--- config.mk ---
export PLATFORM = sky130hd
export DESIGN_NAME = rv_test_result_monitor
export DESIGN_NICKNAME = d
export VERILOG_FILES = /design/src/rtl/rv_test_mon_pkg.sv /design/src/rtl/rv_sat_counter.sv /design/src/rtl/rv_test_result_monitor.sv
export SDC_FILE = /design/constraint.sdc
export NUM_CORES = 1
export LEC_CHECK = 0
export CORE_MARGIN = 5
export CORE_UTILIZATION = 57
export CTS_CLUSTER_DIAMETER = 80
export CTS_CLUSTER_SIZE = 16
export DETAILED_ROUTE_END_ITERATION = 7
export PLACE_DENSITY = 0.83
export SLEW_MARGIN = 20
export SYNTH_ARGS = -nofsm -noshare
export SYNTH_HDL_FRONTEND = slang
export SYNTH_SLANG_ARGS = --single-unit
--- constraint.sdc ---
create_clock -name clk -period 4.3 [get_ports clk]
set_input_delay 0.86 -clock clk [delete_from_list [all_inputs] [get_ports clk]]
set_output_delay 0.86 -clock clk [all_outputs]
set_load 0.1 [all_outputs]
--- src/rtl/rv_test_mon_pkg.sv ---
// Shared constants and state encoding for the riscv-tests pass/fail monitor.
// Register indices follow the ABI names s10 (x26, done flag) and s11 (x27, pass flag).
package rv_test_mon_pkg;

    localparam logic [4:0]  REG_S10  = 5'd26;
    localparam logic [4:0]  REG_S11  = 5'd27;
    localparam logic [31:0] PASS_VAL = 32'h1;

    typedef enum logic [2:0] {
        RUN,
        SETTLE,
        PASS,
        FAIL,
        TMO
    } mon_state_e;

    function automatic logic is_terminal(input mon_state_e s);
        return (s == PASS) || (s == FAIL) || (s == TMO);
    endfunction

endpackage

--- src/rtl/rv_sat_counter.sv ---
// Saturating up-counter with synchronous clear; clear beats increment.
// Holds at all-ones instead of wrapping.
module rv_sat_counter #(
    parameter int W = 8
) (
    input  logic         clk,
    input  logic         rst_n,
    input  logic         inc,
    input  logic         clr,
    output logic [W-1:0] cnt
);

    always_ff @(posedge clk or negedge rst_n) begin
        if (!rst_n) begin
            cnt <= '0;
        end else if (clr) begin
            cnt <= '0;
        end else if (inc && (cnt != '1)) begin
            cnt <= cnt + 1'b1;
        end
    end

endmodule

--- src/rtl/rv_test_result_monitor.sv ---
// Snoops register-file writes to s10/s11 and latches a sticky PASS/FAIL/TIMEOUT verdict.
// Verdict lands SETTLE_CYCLES+1 edges after the s10 write; no backpressure, pure observer.
module rv_test_result_monitor
    import rv_test_mon_pkg::*;
#(
    parameter int TIMEOUT_CYCLES = 1000,
    parameter int SETTLE_CYCLES  = 5,
    parameter int CNT_W          = 32
) (
    input  logic             clk,
    input  logic             rst_n,
    input  logic             clear,
    input  logic             wb_we,
    input  logic [4:0]       wb_waddr,
    input  logic [31:0]      wb_wdata,
    output logic             done,
    output logic             pass,
    output logic             fail,
    output logic             timeout,
    output logic             done_pulse,
    output logic [CNT_W-1:0] cycle_cnt,
    output logic [31:0]      s11_val
);

    localparam int SW = $clog2(SETTLE_CYCLES) + 1;

    mon_state_e        state_q, state_d;
    logic [31:0]       s10_q, s11_q, s11_hold_q;
    logic              done_pulse_q, done_pulse_d;
    logic [SW-1:0]     settle_cnt;
    logic              s10_set, in_run, in_settle, settle_last, cyc_last;

    always_ff @(posedge clk or negedge rst_n) begin
        if (!rst_n) begin
            s10_q <= '0;
            s11_q <= '0;
        end else if (clear) begin
            s10_q <= '0;
            s11_q <= '0;
        end else if (wb_we) begin
            if (wb_waddr == REG_S10) s10_q <= wb_wdata;
            if (wb_waddr == REG_S11) s11_q <= wb_wdata;
        end
    end

    assign s10_set   = (s10_q == PASS_VAL);
    assign in_settle = (state_q == SETTLE);
    assign in_run    = (state_q == RUN) || in_settle;

    rv_sat_counter #(.W(CNT_W)) u_cycle_cnt (
        .clk   (clk),
        .rst_n (rst_n),
        .inc   (in_run),
        .clr   (clear),
        .cnt   (cycle_cnt)
    );

    // Restarts from zero whenever SETTLE is (re)entered or s10 drops.
    rv_sat_counter #(.W(SW)) u_settle_cnt (
        .clk   (clk),
        .rst_n (rst_n),
        .inc   (in_settle && s10_set),
        .clr   (clear || !in_settle || !s10_set),
        .cnt   (settle_cnt)
    );

    assign settle_last = in_settle && s10_set && (settle_cnt == SW'(SETTLE_CYCLES - 1));
    assign cyc_last    = (cycle_cnt == CNT_W'(TIMEOUT_CYCLES - 1));

    always_comb begin
        state_d = state_q;
        unique case (state_q)
            RUN: begin
                if (cyc_last)     state_d = TMO;
                else if (s10_set) state_d = SETTLE;
            end
            SETTLE: begin
                if (settle_last)  state_d = (s11_q == PASS_VAL) ? PASS : FAIL;
                else if (cyc_last) state_d = TMO;
                else if (!s10_set) state_d = RUN;
            end
            default: state_d = state_q;
        endcase
        if (clear) state_d = RUN;
        done_pulse_d = !is_terminal(state_q) && is_terminal(state_d);
    end

    always_ff @(posedge clk or negedge rst_n) begin
        if (!rst_n) begin
            state_q      <= RUN;
            done_pulse_q <= 1'b0;
            s11_hold_q   <= '0;
        end else begin
            state_q      <= state_d;
            done_pulse_q <= done_pulse_d;
            if (clear)                     s11_hold_q <= '0;
            else if (!is_terminal(state_q)) s11_hold_q <= s11_q;
        end
    end

    assign pass       = (state_q == PASS);
    assign fail       = (state_q == FAIL);
    assign timeout    = (state_q == TMO);
    assign done       = pass | fail | timeout;
    assign done_pulse = done_pulse_q;
    assign s11_val    = is_terminal(state_q) ? s11_hold_q : s11_q;

endmodule

==> flow_summary.ini <==
[critical_path]
cp-start-kind = flip-flop
startpoint = state_q[1]
worst-endpoint-required_ns = 3.44
timing.setup.critical_path_class = flip-flop to output port
rr_startpoint = u_cycle_cnt.cnt[0]
timing.critical_path.cells = nor3_2 > clkdlybuf4s50_1
slowest_cell_on_the_critical_path = sky130_fd_sc_hd__clkdlybuf4s50_1
timing.critical_path.to_type = output port
arrival_ns = 2.38
critical_path.max_fanout = 9
crit_path_max_incr_delay_ns = 1.19

[logic_synthesis]
postSynth.topFlopCell = sky130_fd_sc_hd__dfrtp_1
synth_area_per_cell_sq_um = 9.75
mappedNetlistNets = 708
synth.most_common_cell = sky130_fd_sc_hd__nand2_1
synthesis.instances = 664
synth_largest_area_cell = sky130_fd_sc_hd__dfrtp_1
postSynthRegisterBits = 136
synth.area.top_cells = sky130_fd_sc_hd__dfrtp_1 (53%), sky130_fd_sc_hd__nand2_1 (8.3%), sky130_fd_sc_hd__mux2_2 (6.3%)
synth.cell_area_sq_mm = 0.00647
ys_top_cells_by_count = sky130_fd_sc_hd__nand2_1 (143), sky130_fd_sc_hd__dfrtp_1 (136), sky130_fd_sc_hd__a21oi_1 (80)
synthArstFlopShare_pct = 100
yosysSeqAreaShare_pct = 52.6
synth_warnings = 0
synth_enable_flop_cells = 0
synth_largest_type_area_fraction_pct = 52.6
ys_types = 51

[die]
die_area_sq_mm = 0.0136
core-area_sq_mm = 0.0113
dieWidth_microns = 117
initial_utilization_pct = 57.4
ios = 110
dieHeight_microns = 117
placementRows = 39

[global_route]
antenna_found_initial = 0
grt_remaining_overflow = 0
grt_pass1_vias = 5405
track_usage_pct = 24.6
pin_count_of_the_biggest_net_entering_global_routing = 80
first_pass_grt_wire_length_mm = 26.3

[run_status]
outcome = finished, final reports clean

[cts]
cts_sinks = 136
clk_latency_ns = 0.42
cts_tree = built
post-cts-setup-buffers = 0
htreeDepth = 4
cts.clk_slew.worst_paths_ns = 0.05
post_cts_resize_count = 0
root_buffer_master = sky130_fd_sc_hd__clkbuf_16
cts_hold_buffers = 0
cts-buffers-inserted = 17
clockBufferDepth = 2

[power]
power.static_leakage_nw = 3.54
sw_frac_of_total_pct = 21.6
max-vdd-ir-drop_uv = 286
internal_power_mw = 2.29
total_switching_power_mw = 0.629
seq_power_share_pct = 44.4
p_per_area_mw_per_mm2 = 358
comb_power_share_pct = 5.5
power.share.clock_pct = 50.1

[timing]
final_critical_period_ns = 3.24
final-hold-violation-count = 0
worstMarginPinSlew_ns = 1.00
unrepaired_setup_endpoints_after_global_routing = no
period_share_pct = 75.4
final_setup_viols = 0
timing.setup.tns_ns = 0
fin_skew_ns = 0.00763
slew_headroom_pct = 33.1
timing_max_transition_violations_final = 0
fmaxAchievable_mhz = 308

[drt]
drt-met1-wl_mm = 6.36
drc_errors = 0
routed-wl-met3_mm = 1.09
routed-wl-met2_mm = 7.69
routed_wire_length_per_instance_microns = 16.9
drt_via_density = 5.83
detail_route.first_pass.iterations = 5
detail_route.iter0.violations = 459
drt.antenna.violating_nets = 0
wirelength_mm = 15.5
highest_metal_layer_with_signal_wires = met4
dr_total_vias = 5337

[cells_and_area]
insertedDiodeCount = 0
instances_no_fill = 915
area_delta_synth_final_pct = 26.0
multi_input_comb_area_sq_mm = 0.00287
fillerInstances = 826
layout-drive-gt1-share_pct = 17.2
ff_latch_area_sq_mm = 0.00340
nNetsFinal = 803

[placement]
place.detailed.instances = 883
place.detailed.hpwl_mm = 10.5
gpl.final_weighted_congestion = 0.912
numPortBuffers = 109

[hold_path]
timing.hold.worst.start = s10_q[0]
worst_hold_path_type = flip-flop to flip-flop

[job]
max_cap_violations = 0
## flip-flops by register name (all words and copies together) (netlist names)
name	count
s11_hold_q	32
s11_q	32
done_pulse	1
s10_q	32
u_settle_cnt.cnt	4
state_q	3
u_cycle_cnt.cnt	32
## cell usage in the layout (no fill, tap or decap), types with 2 or more instances in the layout
master                            count
sky130_fd_sc_hd__and4_2               3
sky130_fd_sc_hd__nor3_1               5
sky130_fd_sc_hd__xor2_1               3
sky130_fd_sc_hd__inv_1                9
sky130_fd_sc_hd__clkbuf_16           17
sky130_fd_sc_hd__clkinv_2             2
sky130_fd_sc_hd__xnor2_1             16
sky130_fd_sc_hd__a211oi_1             5
sky130_fd_sc_hd__nor3b_1              4
sky130_fd_sc_hd__mux2i_1              2
sky130_fd_sc_hd__nor2b_1             37
sky130_fd_sc_hd__nand4_4              2
sky130_fd_sc_hd__or3_1                5
sky130_fd_sc_hd__a31o_2               2
sky130_fd_sc_hd__nor4b_1              3
sky130_fd_sc_hd__clkdlybuf4s50_1     74
sky130_fd_sc_hd__or2_2                2
sky130_fd_sc_hd__nor3b_2              2
sky130_fd_sc_hd__nand3_1             11
sky130_fd_sc_hd__dfrtp_1            136
sky130_fd_sc_hd__nor2_2               2
sky130_fd_sc_hd__clkbuf_1             3
sky130_fd_sc_hd__a21oi_1             79
sky130_fd_sc_hd__nor2_1              40
sky130_fd_sc_hd__o21ai_0              4
sky130_fd_sc_hd__or4_1                4
sky130_fd_sc_hd__and3_2               2
sky130_fd_sc_hd__ha_1                 3
sky130_fd_sc_hd__nand4_1             19
sky130_fd_sc_hd__o31ai_1              2
sky130_fd_sc_hd__nor4_1              24
sky130_fd_sc_hd__clkbuf_8             6
sky130_fd_sc_hd__bufinv_16            2
sky130_fd_sc_hd__buf_4               40
sky130_fd_sc_hd__nand2_1            143
sky130_fd_sc_hd__mux2_2              36
## final timing paths
path | to | slack (ns) | depth (start not counted)
max | timeout | 1.06 | 2
min | s10_q[0] | 0.52 | 2
max reg2reg | u_cycle_cnt.cnt[14] | 1.58 | 6
min reg2reg | s10_q[0] | 0.52 | 2
max in group asynchronous | s11_q[0] | 2.87 | 2
min in group asynchronous | s11_hold_q[2] | 0.57 | 1
## cells by family (layout without fill, tap and decap cells)
family	count (synthesis)	count (layout)	synth area share [%]
adders and majority gates	3	3	0.580
buffers and inverters	48	156	3.42
xor gates and xnor gates	19	19	2.57
and+or+nand+nor	321	321	25.4
muxes	39	39	6.74
AOI/OAI and AO/OA	98	98	8.70
DFF	136	136	52.6
## final cells by class
type / count / share of cell area, %
clock buffer: 26 / 6.37
clock inverter: 6 / 1.06
inverter: 9 / 0.414
multi-input combinational: 480 / 35.2
sequential: 136 / 41.7
timing repair buffer: 115 / 13.0
tap: 143 / 2.19
## per-layer routing
| metal | global-route usage [%] | vias up |
|---|---|---|
| met5 | 0 | - |
| met1 | 31.3 | 2627 |
| met4 | 10.4 | 0 |
| li1 | - | 2478 |
| met3 | 6.48 | 33 |
| met2 | 39.9 | 199 |
## metrics by stage
step                      util (%)  hold slack [ns]  cell area [sq um]  worst slack, ns  power [mW]
after floorplan                  -            0.495               6480            0.523        1.39
after global placement        67.0            0.507               7550             1.48        1.47
after detailed placement      67.0            0.516               7550             1.44        1.48
after CTS                     72.3            0.527               8150             1.03        2.94
after global routing          72.4            0.541               8160            0.956        3.02
final                         72.4            0.524               8160             1.06        2.92
## critical path: cells and delay by family (launching register included)
family,cells,cell delay [ns]
buffers and inverters,1,1.19
DFF,1,0.47
and+or+nand+nor,1,0.31
## power by group through the flow
stage | Clock, mW | Sequential, mW | Combinational (mW)
after floorplan | 0 | 1.33 | 0.0568
after global placement | 0 | 1.32 | 0.157
after detailed placement | 0 | 1.32 | 0.161
after CTS | 1.48 | 1.30 | 0.162
after global routing | 1.55 | 1.30 | 0.174
final | 1.46 | 1.30 | 0.160
(Power assumes the default switching activity.)
